==> src/rtl/frame_aligner.sv <==
// frame_aligner: serial frame aligner. Hunts for SYNC_WORD bit by bit, confirms lock over
// LOCK_CNT frames, then emits payload words with a 1-cycle valid strobe. Outputs lag the last
// bit of a word by one edge. Optional sync-miss counter enabled by defining ALIGN_ERR_CNT_EN.
module frame_aligner #(
  parameter int          WORD_W    = 32,
  parameter logic [31:0] SYNC_WORD = 32'hA5C3_0F96,
  parameter int          FRAME_LEN = 8,
  parameter int          LOCK_CNT  = 3,
  parameter int          LOSS_CNT  = 2
) (
  input  logic              clk,
  input  logic              rst,
  input  logic              data_in,
  output logic [WORD_W-1:0] data_out,
  output logic              data_valid,
  output logic              frame_start,
  output logic              locked,
  output logic [15:0]       err_cnt
);

  localparam int BCW = $clog2(WORD_W);
  localparam int WCW = $clog2(FRAME_LEN);
  localparam int GCW = $clog2(LOCK_CNT + 1);
  localparam int MCW = $clog2(LOSS_CNT + 1);

  typedef enum logic [1:0] {
    HUNT   = 2'd0,
    VERIFY = 2'd1,
    LOCKED = 2'd2
  } state_t;

  state_t            state;
  logic [WORD_W-1:0] sreg;
  logic [BCW-1:0]    bit_cnt;
  logic [WCW-1:0]    word_cnt;
  logic [GCW-1:0]    good;
  logic [MCW-1:0]    miss;

  logic              sync_hit;
  logic              bit_last;
  logic              word_last;
  logic              sync_slot;
  logic [GCW-1:0]    good_nxt;
  logic [MCW-1:0]    miss_nxt;

  // sreg holds a complete word in the cycle where bit_cnt sits on its last value
  assign sync_hit  = (sreg == SYNC_WORD[WORD_W-1:0]);
  assign bit_last  = (bit_cnt == BCW'(WORD_W - 1));
  assign word_last = (word_cnt == WCW'(FRAME_LEN - 1));
  assign sync_slot = bit_last && (word_cnt == '0);
  assign good_nxt  = good + 1'b1;
  assign miss_nxt  = miss + 1'b1;

  // Shift register, bit/word framing counters and the alignment state machine
  always_ff @(posedge clk) begin
    if (rst) begin
      state       <= HUNT;
      sreg        <= '0;
      bit_cnt     <= '0;
      word_cnt    <= '0;
      good        <= '0;
      miss        <= '0;
      data_out    <= '0;
      data_valid  <= 1'b0;
      frame_start <= 1'b0;
      locked      <= 1'b0;
    end else begin
      sreg        <= {sreg[WORD_W-2:0], data_in};
      data_valid  <= 1'b0;
      frame_start <= 1'b0;
      bit_cnt     <= bit_last ? '0 : bit_cnt + 1'b1;
      if (bit_last) begin
        word_cnt <= word_last ? '0 : word_cnt + 1'b1;
      end

      unique case (state)
        HUNT: begin
          // Bit-slip search: any cycle may be the end of a sync word
          if (sync_hit) begin
            bit_cnt  <= '0;
            word_cnt <= WCW'(1);
            good     <= GCW'(1);
            miss     <= '0;
            if (LOCK_CNT == 1) begin
              state  <= LOCKED;
              locked <= 1'b1;
            end else begin
              state  <= VERIFY;
            end
          end
        end

        VERIFY: begin
          // Payload that happens to equal SYNC_WORD is ignored here: only slot 0 is checked
          if (sync_slot) begin
            if (sync_hit) begin
              good <= good_nxt;
              if (good_nxt == GCW'(LOCK_CNT)) begin
                state  <= LOCKED;
                locked <= 1'b1;
                miss   <= '0;
              end
            end else begin
              state <= HUNT;
              good  <= '0;
            end
          end
        end

        LOCKED: begin
          if (bit_last) begin
            if (word_cnt == '0) begin
              if (sync_hit) begin
                miss <= '0;
              end else if (miss_nxt == MCW'(LOSS_CNT)) begin
                state  <= HUNT;
                locked <= 1'b0;
                miss   <= '0;
                good   <= '0;
              end else begin
                // Flywheel: keep framing and emitting payload across isolated misses
                miss <= miss_nxt;
              end
            end else begin
              data_out    <= sreg;
              data_valid  <= 1'b1;
              frame_start <= (word_cnt == WCW'(1));
            end
          end
        end

        default: begin
          state  <= HUNT;
          locked <= 1'b0;
        end
      endcase
    end
  end

`ifdef ALIGN_ERR_CNT_EN
  logic miss_evt;

  // A miss only counts once framing is established (VERIFY or LOCKED)
  assign miss_evt = sync_slot && !sync_hit && (state != HUNT);

  // Saturating sync-miss counter
  always_ff @(posedge clk) begin
    if (rst) begin
      err_cnt <= '0;
    end else if (miss_evt && (err_cnt != 16'hFFFF)) begin
      err_cnt <= err_cnt + 16'd1;
    end
  end
`else
  assign err_cnt = 16'h0000;
`endif

endmodule

==> config.mk <==
export PLATFORM = sky130hd
export DESIGN_NAME = frame_aligner
export DESIGN_NICKNAME = d
export VERILOG_FILES = /design/src/rtl/frame_aligner.sv
export SDC_FILE = /design/constraint.sdc
export NUM_CORES = 1
export LEC_CHECK = 0
export ABC_AREA = 1
export BUFFER_PORTS_ARGS = -buffer_cell sky130_fd_sc_hd__buf_2
export CORE_ASPECT_RATIO = 1.2
export CORE_MARGIN = 1.5
export CORE_UTILIZATION = 55
export CTS_CLUSTER_DIAMETER = 120
export CTS_CLUSTER_SIZE = 14
export DETAILED_ROUTE_END_ITERATION = 8
export PLACE_DENSITY = 0.78
export REMOVE_ABC_BUFFERS = 1
export SYNTH_ARGS = -nofsm -noshare
export SYNTH_HDL_FRONTEND = slang
export SYNTH_SLANG_ARGS = --single-unit
==> constraint.sdc <==
create_clock -name clk -period 2.5 [get_ports clk]
set_clock_uncertainty 0.1 [all_clocks]
set_input_delay 0.5 -clock clk [delete_from_list [all_inputs] [get_ports clk]]
set_output_delay 0.5 -clock clk [all_outputs]
set_load 0.01 [all_outputs]
==> impl_metrics.json <==
{
  "status": "completed",
  "core_area_um2": 5670,
  "fp.dieH_um": 86.8,
  "io_buffer_count": 37,
  "post-route-util_pct": 63.4,
  "grt.overflow.total": 0,
  "path_common_cell": "ha_1",
  "firstDrtPassIters": 4,
  "fillCellCount": 501,
  "yosysTopAreaCellShare_pct": 50.4,
  "r2r.worst_path.cells": 8,
  "rrSetupSlack_ns": 0.76,
  "cp.required_ns": 2.63,
  "r2r-start": "bit_cnt[0]",
  "criticalPathCategory": "reg -> reg",
  "grt_usage_pct": 18.5,
  "report.final.slew_viol_count": 0,
  "ys_warn_count": 0,
  "grt_pass1_vias": 2269,
  "leakage_nw": 1.62,
  "synth_edf_count": 0,
  "clk_pin_slew_ns": 0.08,
  "grt_start_max_net_pins": 66,
  "hold_path.class": "in -> reg",
  "synth-main-ff-cell": "dfxtp_1",
  "critPathMaxFanout": 65,
  "drive_above_1_share_pct": 15.2,
  "synth_area_per_cell_um2": 7.65,
  "ys_top_cells_by_count": "inv_1, dfxtp_1, nor2_1",
  "tritoncts": "done",
  "finalSetupTns_ns": 0,
  "rows": 30,
  "clkLatencyLatePin_ns": 0.35,
  "multi_input_comb_area_um2": 1150,
  "rsz0062_at_grt": "no",
  "cp-start-kind": "register",
  "dieWidth_um": 72.8,
  "min_path_cells": 3,
  "min_to": "sreg[0]",
  "worstPathArrival_ns": 1.87,
  "hold_buffers": 0,
  "post_drt_via_cell_ratio": 4.50,
  "setup_viol": 0,
  "cp-end-kind": "register",
  "register_area_um2": 1620,
  "wl_um": 5330,
  "cts_resized": 0,
  "yosysTopAreaCell": "dfxtp_1",
  "hold_violations": 0,
  "cp_slowest_cell": "dfxtp_1",
  "syn_to_final_growth_pct": 11.6,
  "die_area_um2": 6320,
  "place_area_um2": 3430,
  "finalNetCount": 470,
  "fin_crit_ns": 1.74,
  "yosysMostFrequentCell": "inv_1",
  "synth.ff_latch_count": 81,
  "gp_congestion": 0.826,
  "synth.yosys.seq_area_share_pct": 50.4,
  "antenna_cells": 0,
  "place_ws_ns": 0.799,
  "drc": 0,
  "path_cells": "ha_1 > nand2_1 > nor2_1 > ha_1 > nand3_2 > buf_12 > o21ai_0 > a21oi_1",
  "ant_nets": 0,
  "syn_inst": 421,
  "postCtsSetupBuffers": 0,
  "antenna_found_initial": 0,
  "drt_iter0_drc": 86,
  "hpwlAfterDp_um": 3760,
  "hp-start": "data_in",
  "async_flop_share_pct": 0,
  "grt_pass1_wl_um": 9080,
  "fin_crit_sh_pct": 69.4,
  "ys_types": 25,
  "syn-cell-area_um2": 3220,
  "max_stage_delay_ns": 0.38,
  "synth_area_leaders": "dfxtp_1, inv_1, nor2_1, nand2_1, a21oi_1",
  "peakVddDrop_uv": 360,
  "io_pins": 54,
  "r2r_end": "data_out[30]",
  "clockRootBuffer": "clkbuf_8",
  "pwr_density_cell_nw_per_um2": 671,
  "max_freq_mhz": 576,
  "clock_path_buffers": 2,
  "num_vias": 2441,
  "maxCapViolCount": 0,
  "place_inst": 526,
  "wl_per_cell_um": 9.82,
  "instances_no_fill": 542,
  "fin_ws_ns": 0.764,
  "fin_area_um2": 3590,
  "ctsHtreeMaxLevel": 3,
  "start_util_pct": 56.8,
  "numCtsBuffers": 9,
  "clock-sinks": 81
}
-- metrics by stage --
stage                     total power, mW  hold WS [ns]
after detailed placement             1.64         0.329
after global routing                 2.52         0.280
after CTS                            2.44         0.255
final                                2.41         0.267
after global placement               1.63         0.320
after floorplan                      1.58         0.305
-- worst max-delay path: cells and delay by family, from the launching register on --
family	cells	cell delay [ns]
AO/OA/AOI/OAI	2	0.28
buffers and inverters	1	0.20
flip-flops	1	0.38
AND/OR/NAND/NOR	3	0.27
adder cells (fa/ha/maj)	2	0.38
-- worst max path at each step --
stage               cells past startpoint       start      endpoint
global route                           11  bit_cnt[0]      state[1]
finish                                  8  bit_cnt[0]  data_out[30]
floorplan                               7  bit_cnt[0]   data_out[0]
global placement                       11  bit_cnt[0]      state[1]
CTS                                    11  bit_cnt[0]      state[1]
detailed placement                     11  bit_cnt[0]      state[1]
-- routing by layer --
| layer | routed length [µm] | track usage, % | up-vias | part of all wire [%] |
|---|---|---|---|---|
| li1 | - | - | 1306 | - |
| met1 | 2400 | 20.8 | 1073 | 45 |
| met2 | 2620 | 32.2 | 51 | 49 |
| met3 | 179 | 3.60 | 11 | 3.4 |
| met4 | 127 | 10.3 | 0 | 2.4 |
| met5 | 0 | 0 | - | 0 |
-- power breakdown --
| group | internal [mW] | switching (mW) |
|---|---|---|
| Clock | 0.363 | 0.442 |
| Combinational | 0.101 | 0.177 |
| Sequential | 1.31 | 0.0144 |
-- layout make-up --
class,instances,share of cell area (%)
timing repair buffer,41,6.34
multi-input combinational,236,32.0
inverter,88,9.19
tap,80,2.79
sequential,81,45.1
clock inverter,4,0.836
clock buffer,12,3.76
-- flip-flops by register name, indices dropped and copies added (netlist names), 2 cells and up --
signal    cells
bit_cnt       5
miss          2
data_out     32
good          2
word_cnt      3
state         2
sreg         32
-- layout by cell type (no fill, tap or decap), types with 5 or more instances in the layout --
master and n:
buf_2 37, nand3_1 7, nor2_2 5, clkbuf_8 9, ha_1 10, dfxtp_1 81
nor2_1 62, a21oi_1 35, nand2_1 49, o21ai_0 35, conb_1 16, inv_1 86
-- cell families (layout without fill, tap and decap cells) --
group | count (synthesis) | after routing | synth area share, %
other cells | 1 | 16 | 0.116
buf+inv | 119 | 145 | 15.9
simple gates | 137 | 137 | 18.2
flops | 81 | 81 | 50.4
fa+ha+maj | 10 | 10 | 3.89
compound gates | 73 | 73 | 11.6
No activity file was read; power rests on OpenSTA's default activity.
